### src/rtl/uart_receiver.sv
// UART receive stage: 8N1 LSB-first, 16x oversampled, valid/ready holding register, framing/overrun pulses.
// Define UART_RX_MAJORITY_EN to take each bit as the 2-of-3 vote of samples 6/7/8 (decision moves to 8).
module uart_receiver #(
  parameter int unsigned BAUD_RATE  = 1156000,
  parameter int unsigned CLOCK_FREQ = 75000000,
  parameter int unsigned DATA_WIDTH = 8,
  parameter int unsigned OVERSAMPLE = 16
) (
  input  logic                  r_clk,
  input  logic                  r_rst,
  input  logic                  rx_in,
  input  logic                  rx_ready,
  output logic [DATA_WIDTH-1:0] rx_data,
  output logic                  rx_valid,
  output logic                  rx_busy,
  output logic                  frame_err,
  output logic                  overrun_err
);
  localparam int unsigned TICK_RATE  = BAUD_RATE * OVERSAMPLE;
  localparam int unsigned DIV_CALC   = (CLOCK_FREQ + TICK_RATE / 2) / TICK_RATE;
  localparam int unsigned SAMPLE_DIV = (DIV_CALC > 1) ? DIV_CALC : 1;
  localparam int unsigned DIV_W      = (SAMPLE_DIV > 1) ? $clog2(SAMPLE_DIV) : 1;
  localparam int unsigned CNT_W      = (OVERSAMPLE > 1) ? $clog2(OVERSAMPLE) : 1;
  localparam int unsigned IDX_W      = (DATA_WIDTH > 1) ? $clog2(DATA_WIDTH) : 1;
`ifdef UART_RX_MAJORITY_EN
  localparam int unsigned DECIDE     = OVERSAMPLE / 2;
`else
  localparam int unsigned DECIDE     = OVERSAMPLE / 2 - 1;
`endif

  typedef enum logic [1:0] {IDLE, START, DATA, STOP} state_e;

  state_e                state_q, state_d;
  logic                  sync1_q, sync2_q, prev_q;
  logic [DIV_W-1:0]      div_q, div_d;
  logic [CNT_W-1:0]      cnt_q, cnt_d;
  logic [IDX_W-1:0]      idx_q, idx_d;
  logic [DATA_WIDTH-1:0] shift_q, shift_d;
  logic [DATA_WIDTH-1:0] data_q, data_d;
  logic                  valid_q, valid_d;
  logic                  busy_q, busy_d;
  logic                  ferr_q, ferr_d;
  logic                  ovr_q, ovr_d;
  logic                  tick_c, decide_c, wrap_c, fall_c, bit_c;

  // Two-flop synchroniser plus a delayed copy for falling-edge detection
  always_ff @(posedge r_clk or negedge r_rst) begin
    if (!r_rst) begin
      sync1_q <= 1'b1;
      sync2_q <= 1'b1;
      prev_q  <= 1'b1;
    end else begin
      sync1_q <= rx_in;
      sync2_q <= sync1_q;
      prev_q  <= sync2_q;
    end
  end

  assign fall_c   = prev_q & ~sync2_q;
  assign tick_c   = (state_q != IDLE) && (div_q == DIV_W'(SAMPLE_DIV - 1));
  assign decide_c = tick_c && (cnt_q == CNT_W'(DECIDE));
  assign wrap_c   = tick_c && (cnt_q == CNT_W'(OVERSAMPLE - 1));

`ifdef UART_RX_MAJORITY_EN
  logic [1:0] maj_q, maj_d;

  // Hold the two samples preceding the decision tick for the vote
  always_comb begin
    maj_d = maj_q;
    if (tick_c && (cnt_q == CNT_W'(DECIDE - 2))) maj_d[0] = sync2_q;
    if (tick_c && (cnt_q == CNT_W'(DECIDE - 1))) maj_d[1] = sync2_q;
  end

  always_ff @(posedge r_clk or negedge r_rst) begin
    if (!r_rst) maj_q <= 2'b11;
    else        maj_q <= maj_d;
  end

  assign bit_c = (maj_q[0] & maj_q[1]) | (maj_q[0] & sync2_q) | (maj_q[1] & sync2_q);
`else
  assign bit_c = sync2_q;
`endif

  // Next-state and registered-output logic
  always_comb begin
    state_d = state_q;
    div_d   = div_q;
    cnt_d   = cnt_q;
    idx_d   = idx_q;
    shift_d = shift_q;
    data_d  = data_q;
    valid_d = valid_q & ~rx_ready;
    ferr_d  = 1'b0;
    ovr_d   = 1'b0;

    if (state_q == IDLE || tick_c) div_d = '0;
    else                           div_d = DIV_W'(div_q + 1'b1);
    if (tick_c) cnt_d = CNT_W'(cnt_q + 1'b1);

    case (state_q)
      IDLE: begin
        cnt_d = '0;
        idx_d = '0;
        if (fall_c) state_d = START;
      end
      START: begin
        if (decide_c && bit_c) begin
          state_d = IDLE;
        end else if (wrap_c) begin
          state_d = DATA;
          idx_d   = '0;
        end
      end
      DATA: begin
        if (decide_c) shift_d = {bit_c, shift_q[DATA_WIDTH-1:1]};
        if (wrap_c) begin
          if (idx_q == IDX_W'(DATA_WIDTH - 1)) state_d = STOP;
          else                                 idx_d   = IDX_W'(idx_q + 1'b1);
        end
      end
      STOP: begin
        // Leave half a bit early so the next start edge is never missed
        if (decide_c) begin
          state_d = IDLE;
          if (bit_c) begin
            data_d  = shift_q;
            valid_d = 1'b1;
            ovr_d   = valid_q & ~rx_ready;
          end else begin
            ferr_d  = 1'b1;
          end
        end
      end
      default: state_d = IDLE;
    endcase

    busy_d = (state_d != IDLE);
  end

  always_ff @(posedge r_clk or negedge r_rst) begin
    if (!r_rst) begin
      state_q <= IDLE;
      div_q   <= '0;
      cnt_q   <= '0;
      idx_q   <= '0;
      shift_q <= '0;
      data_q  <= '0;
      valid_q <= 1'b0;
      busy_q  <= 1'b0;
      ferr_q  <= 1'b0;
      ovr_q   <= 1'b0;
    end else begin
      state_q <= state_d;
      div_q   <= div_d;
      cnt_q   <= cnt_d;
      idx_q   <= idx_d;
      shift_q <= shift_d;
      data_q  <= data_d;
      valid_q <= valid_d;
      busy_q  <= busy_d;
      ferr_q  <= ferr_d;
      ovr_q   <= ovr_d;
    end
  end

  assign rx_data     = data_q;
  assign rx_valid    = valid_q;
  assign rx_busy     = busy_q;
  assign frame_err   = ferr_q;
  assign overrun_err = ovr_q;

endmodule

### config.mk
export PLATFORM = sky130hd
export DESIGN_NAME = uart_receiver
export DESIGN_NICKNAME = d
export VERILOG_FILES = /design/src/rtl/uart_receiver.sv
export SDC_FILE = /design/constraint.sdc
export NUM_CORES = 1
export LEC_CHECK = 0
export BUFFER_PORTS_ARGS = -buffer_cell sky130_fd_sc_hd__buf_2
export CAP_MARGIN = 20
export CORE_ASPECT_RATIO = 0.7
export CORE_MARGIN = 3
export CORE_UTILIZATION = 50
export CTS_BUF_LIST = sky130_fd_sc_hd__clkbuf_4 sky130_fd_sc_hd__clkbuf_8
export DETAILED_ROUTE_END_ITERATION = 8
export PLACE_DENSITY = 0.72
export SETUP_SLACK_MARGIN = 0.2
export SYNTH_ARGS = -nofsm -noshare
export SYNTH_HDL_FRONTEND = slang
export SYNTH_SLANG_ARGS = --single-unit
### constraint.sdc
create_clock -name r_clk -period 1.8 [get_ports r_clk]
set_clock_uncertainty 0.1 [all_clocks]
set_input_delay 0.18 -clock r_clk [delete_from_list [all_inputs] [get_ports r_clk]]
set_output_delay 0.18 -clock r_clk [all_outputs]
set_load 0.05 [all_outputs]
==> results.md <==
- The flow ran to the end, but the final reports show violations.
- The checks that failed: negative setup slack.
- The routed layout has 998 vias.
- Walking the worst path, the cells encountered are ha_4 > nand3_4 > buf_4 > buf_6 > nor3_4 > buf_6 > mux2_4.
- The final hold violation count is 0.
- The first global-routing pass estimated 5037 microns of wire.
- The detail route stage leaves a number of antenna-violating nets equal to 0.
- The number of cells on the worst reg-to-reg path is 7.
- The number of instances in the placed design is 162.
- Setup violations remaining at the end of the flow were counted as 10.
- The dominant combinational cell family by area after synthesis is multiplexers.
- In this run the core area contains 15 standard-cell rows.
- The share of synthesized area spent on multiplexers is 15.77%.
- Static timing analysis puts the maximum clock frequency at 0.5486 GHz.
- The total met3 wirelength after detailed routing is 169 microns.
- The summed area of non-filler cells in the final layout is 0.001928 sq mm.
- Once layout is complete, the cells apart from fillers number 183.
- The wire length per cell after detailed routing is 17.10 microns.
- The worst pin sits at a relative slew slack of 49.91%.
- In this design, the stage delay of the slowest critical-path cell is 0.39 ns.
- The most used cell along the critical path is sky130_fd_sc_hd__buf_6.
- The aggregate global-route resource usage is 19.05%.
- The number of buffer cells added on primary ports is 15.
- The adder and majority cell fraction of the synthesized area is 3.428%.
- In this run the deepest clock path goes through 2 buffers.
- The core region is 0.002609 sq mm.
- By startpoint and endpoint, the worst setup path is classified as flop to flop.
- The repair_antennas step left the layout with diodes totalling 0.
- The worst path required time is 1.86 ns.
- The number of DRC violations after detailed-routing iteration 0 is 100.
- The synthesis-stage register bit count is 34.
- The cell area after placement is 0.001642 sq mm.
- The met2 layer wire length in the routed design is 1473 microns.
- Overall power consumption after layout is estimated at 1.825 mW.
- The largest area contributor in the netlist is sky130_fd_sc_hd__dfrtp_1.
- Among all stages on the critical path, the largest delay is contributed by sky130_fd_sc_hd__dfrtp_1.
- For hold timing, the worst endpoint is overrun_err$_DFF_PN0_.
- Counting distinct cell types in the post-synthesis netlist gives 34.
- At the end of routability-driven placement, the weighted congestion stood at 0.7549.
- The tightest hold margin is 0.08434 ns.
- Registers take 854.6 sq um.
- The share of the synthesized area in the top cell type is 53.13%.
- For the final routed database, the setup TNS stands at -0.07025 ns.
- Counting the buffers created by CTS gives 5.
- The first TritonRoute pass finished after 4 iterations.
- The max-capacitance violation count is 0.
- After legalization and detailed placement, the total HPWL measured 1815 microns.
- The reg2reg setup slack is -0.02 ns.
- The critical hold path startpoint is rx_ready.
- Setup repair after global routing could not meet its margin everywhere.
- The synthesized netlist cell count is 107.
- The arrival time at the worst endpoint is 1.89 ns.
- The share of the cycle needed by the critical path after routing is 101.3%.
- Ranked by total cell area, the synthesized netlist is headed by sky130_fd_sc_hd__dfrtp_1 53%, sky130_fd_sc_hd__mux2_4 8.2%, sky130_fd_sc_hd__mux2_2 6.2%.
- For this run, the leading register cell type out of synthesis is sky130_fd_sc_hd__dfrtp_1.
- The worst ir drop on vdd is 0.0006905 V.
- The overall die height is 51.21 microns.
- The capturing point of the worst reg2reg path is shift_q[4]$_DFFE_PN0P_.
- The post-synthesis compound-gate area fraction is 6.255%.
- In this run, synthesis inferred 0 flip-flops with an integrated enable.
- CTS saw 34 sinks.
- In this run the top signal layer used is met4.
- The async set or reset register ratio after synthesis is 100.0%.
- Global routing finished with a remaining overflow of 0.
- In the final layout, the share of cells above drive strength 1 is 50.34%.
- At the pin with the least slew margin, the transition time is 0.7514 ns.
- The buffer type at the clock tree root is sky130_fd_sc_hd__clkbuf_8.
- Leaving out fill and tap cells, the most frequent cells in the layout are 31 x sky130_fd_sc_hd__dfrtp_1, 17 x sky130_fd_sc_hd__buf_4, 16 x sky130_fd_sc_hd__mux2_4, 15 x sky130_fd_sc_hd__buf_2, 6 x sky130_fd_sc_hd__clkbuf_8.
- Sequential elements use 58.53% of the synthesized area.
- Entering global routing, the biggest net connects 35 pins.
- The highest fanout seen on the critical path is 8.
- In this run the mean area of a mapped cell was 13.65 sq um.
- The smallest setup slack after layout is -0.02268 ns.
- The leakage power summed over all cells is 0.9709 nW.
- The minimum clock period after layout is 1.823 ns.
- The area used by multi-input combinational logic is 656.9 sq um.
- Of the total synthesized cell area, the portion taken by AND, OR, NAND and NOR gates is 11.05%.
- The power per unit of standard cell area is 946.3 mW/mm^2.
- TritonCTS built the clock tree.
- The via count of the first global-routing pass is 1,004.
- The hold path depth is 3.
- The number of antenna violations at the first check in global routing is 0.
- The commonest non-fill, non-tap cell in the layout is sky130_fd_sc_hd__dfrtp_1.
- After detailed routing, the wire length on met1 is 1433 microns.
- The share of the core filled with cells in the final layout is 73.91%.
- The initial cell density of the core is 55.97%.
- The mapped netlist covers 0.001460 sq mm.
- The ratio of routed vias to standard cells is 5.454.
- After filler insertion, the fill cell instance count of the layout stands at 166.
- The total detailed-routing wirelength is 3130 microns.
- CTS built an H-tree with a depth of 2.
- At the end of the flow, the number of nets in the layout was 156.
- The post-synth net total is 115.
- The max-slew violation count is 0.
- The floorplan step set the die width to 70.59 microns.
- The worst setup path is captured at a flop.
- The area added between synthesis and finish is 32.05%.
- The later pin in the worst-skew pair is clocked with a latency of 0.29 ns.
- The worst setup path is launched from a flop.
- Pin placement for this block handled 16 I/O pins.
- The clock transition time at the flip-flop clock pins of the worst setup and hold paths is 0.07 ns.
- The die area is 0.003615 sq mm.
- For this run, the number of Yosys warnings is 0.
- The type of the most critical hold path is primary input to flop.
- The xor and xnor fraction of the mapped netlist area is 1.799%.
- The startpoint identified for the worst register-to-register timing path is div_q[0]$_DFF_PN0_.
- In the routed design, unresolved DRC markers number 0.
- The worst setup slack after placement is 0.006158 ns.
cell usage after synthesis, types with 3 or more instances:
master,n
sky130_fd_sc_hd__dfrtp_1,31
sky130_fd_sc_hd__mux2_2,8
sky130_fd_sc_hd__mux2_4,8
sky130_fd_sc_hd__nor2_1,6
sky130_fd_sc_hd__nand2_1,5
sky130_fd_sc_hd__o211ai_1,5
sky130_fd_sc_hd__ha_1,4
sky130_fd_sc_hd__dfstp_2,3
sky130_fd_sc_hd__inv_1,3
sky130_fd_sc_hd__nand3_1,3
sky130_fd_sc_hd__nand4_1,3
flip-flops by register name (all words and copies together), names as in the netlist:
| signal | count |
|---|---|
| overrun_err | 1 |
| rx_valid | 1 |
| rx_busy | 1 |
| cnt_q | 4 |
| sync1_q | 1 |
| rx_data | 8 |
| idx_q | 3 |
| bit_c | 1 |
| state_q | 2 |
| shift_q | 8 |
| frame_err | 1 |
| prev_q | 1 |
| div_q | 2 |
area by class of cell:
class / count / share of cell area (%)
repair buffers: 38 / 13.89
well taps: 34 / 2.206
inverters: 3 / 0.5840
clock buffers: 7 / 4.672
multi-input cells: 66 / 34.07
flip-flops and latches: 34 / 44.32
clock inverters: 1 / 0.2596
layer usage:
| layer | up-vias | global-route usage, % |
|---|---|---|
| li1 | 466 | - |
| met1 | 502 | 26.28 |
| met2 | 24 | 27.64 |
| met3 | 6 | 4.912 |
| met4 | 0 | 10.31 |
| met5 | - | 0 |
report_power, final:
group	leakage (nW)	switching [mW]	total (mW)	internal, mW
Sequential	0.454	0.0373	0.859	0.822
Combinational	0.465	0.204	0.380	0.176
Clock	0.0517	0.262	0.585	0.323
Total	0.971	0.503	1.82	1.32
cell families after synthesis:
family,Yosys count
and+or+nand+nor,28
buffers and inverters,8
adders and majority gates,4
AOI/OAI and AO/OA,12
xor gates and xnor gates,3
DFF,34
muxes,18
worst max path at each step:
stage / startpoint / slack, ns / end / cells after the start
3_3_place_gp: bit_c$_DFF_PN1_ / 0.06 / rx_data[5]$_DFFE_PN0P_ / 3
2_1_floorplan: div_q[0]$_DFF_PN0_ / 0.007 / rx_data[0]$_DFFE_PN0P_ / 6
6_report: div_q[0]$_DFF_PN0_ / -0.02 / shift_q[4]$_DFFE_PN0P_ / 7
3_5_place_dp: bit_c$_DFF_PN1_ / 0.006 / rx_data[5]$_DFFE_PN0P_ / 3
4_1_cts: cnt_q[1]$_DFFE_PN0P_ / 0.009 / rx_data[5]$_DFFE_PN0P_ / 4
5_1_grt: div_q[0]$_DFF_PN0_ / -0.07 / shift_q[4]$_DFFE_PN0P_ / 7
critical path, delay by kind of cell, from the launching register on:
family / cells / cell delay [ns]
mux: 1 / 0.32
fa+ha+maj: 1 / 0.17
buf+inv: 3 / 0.45
flops: 1 / 0.39
simple gates: 2 / 0.24
timing repair:
action / CTS / global route
setup buffers: 8 / 2
pin swaps: 7 / 3
endpoints found under the hold margin: 32 / 0
endpoints found under the setup margin: 20 / 23
cloned: 1 / 0
gates resized for setup: 13 / 10
hold buffers: 2 / 0
(Power assumes the default switching activity.)
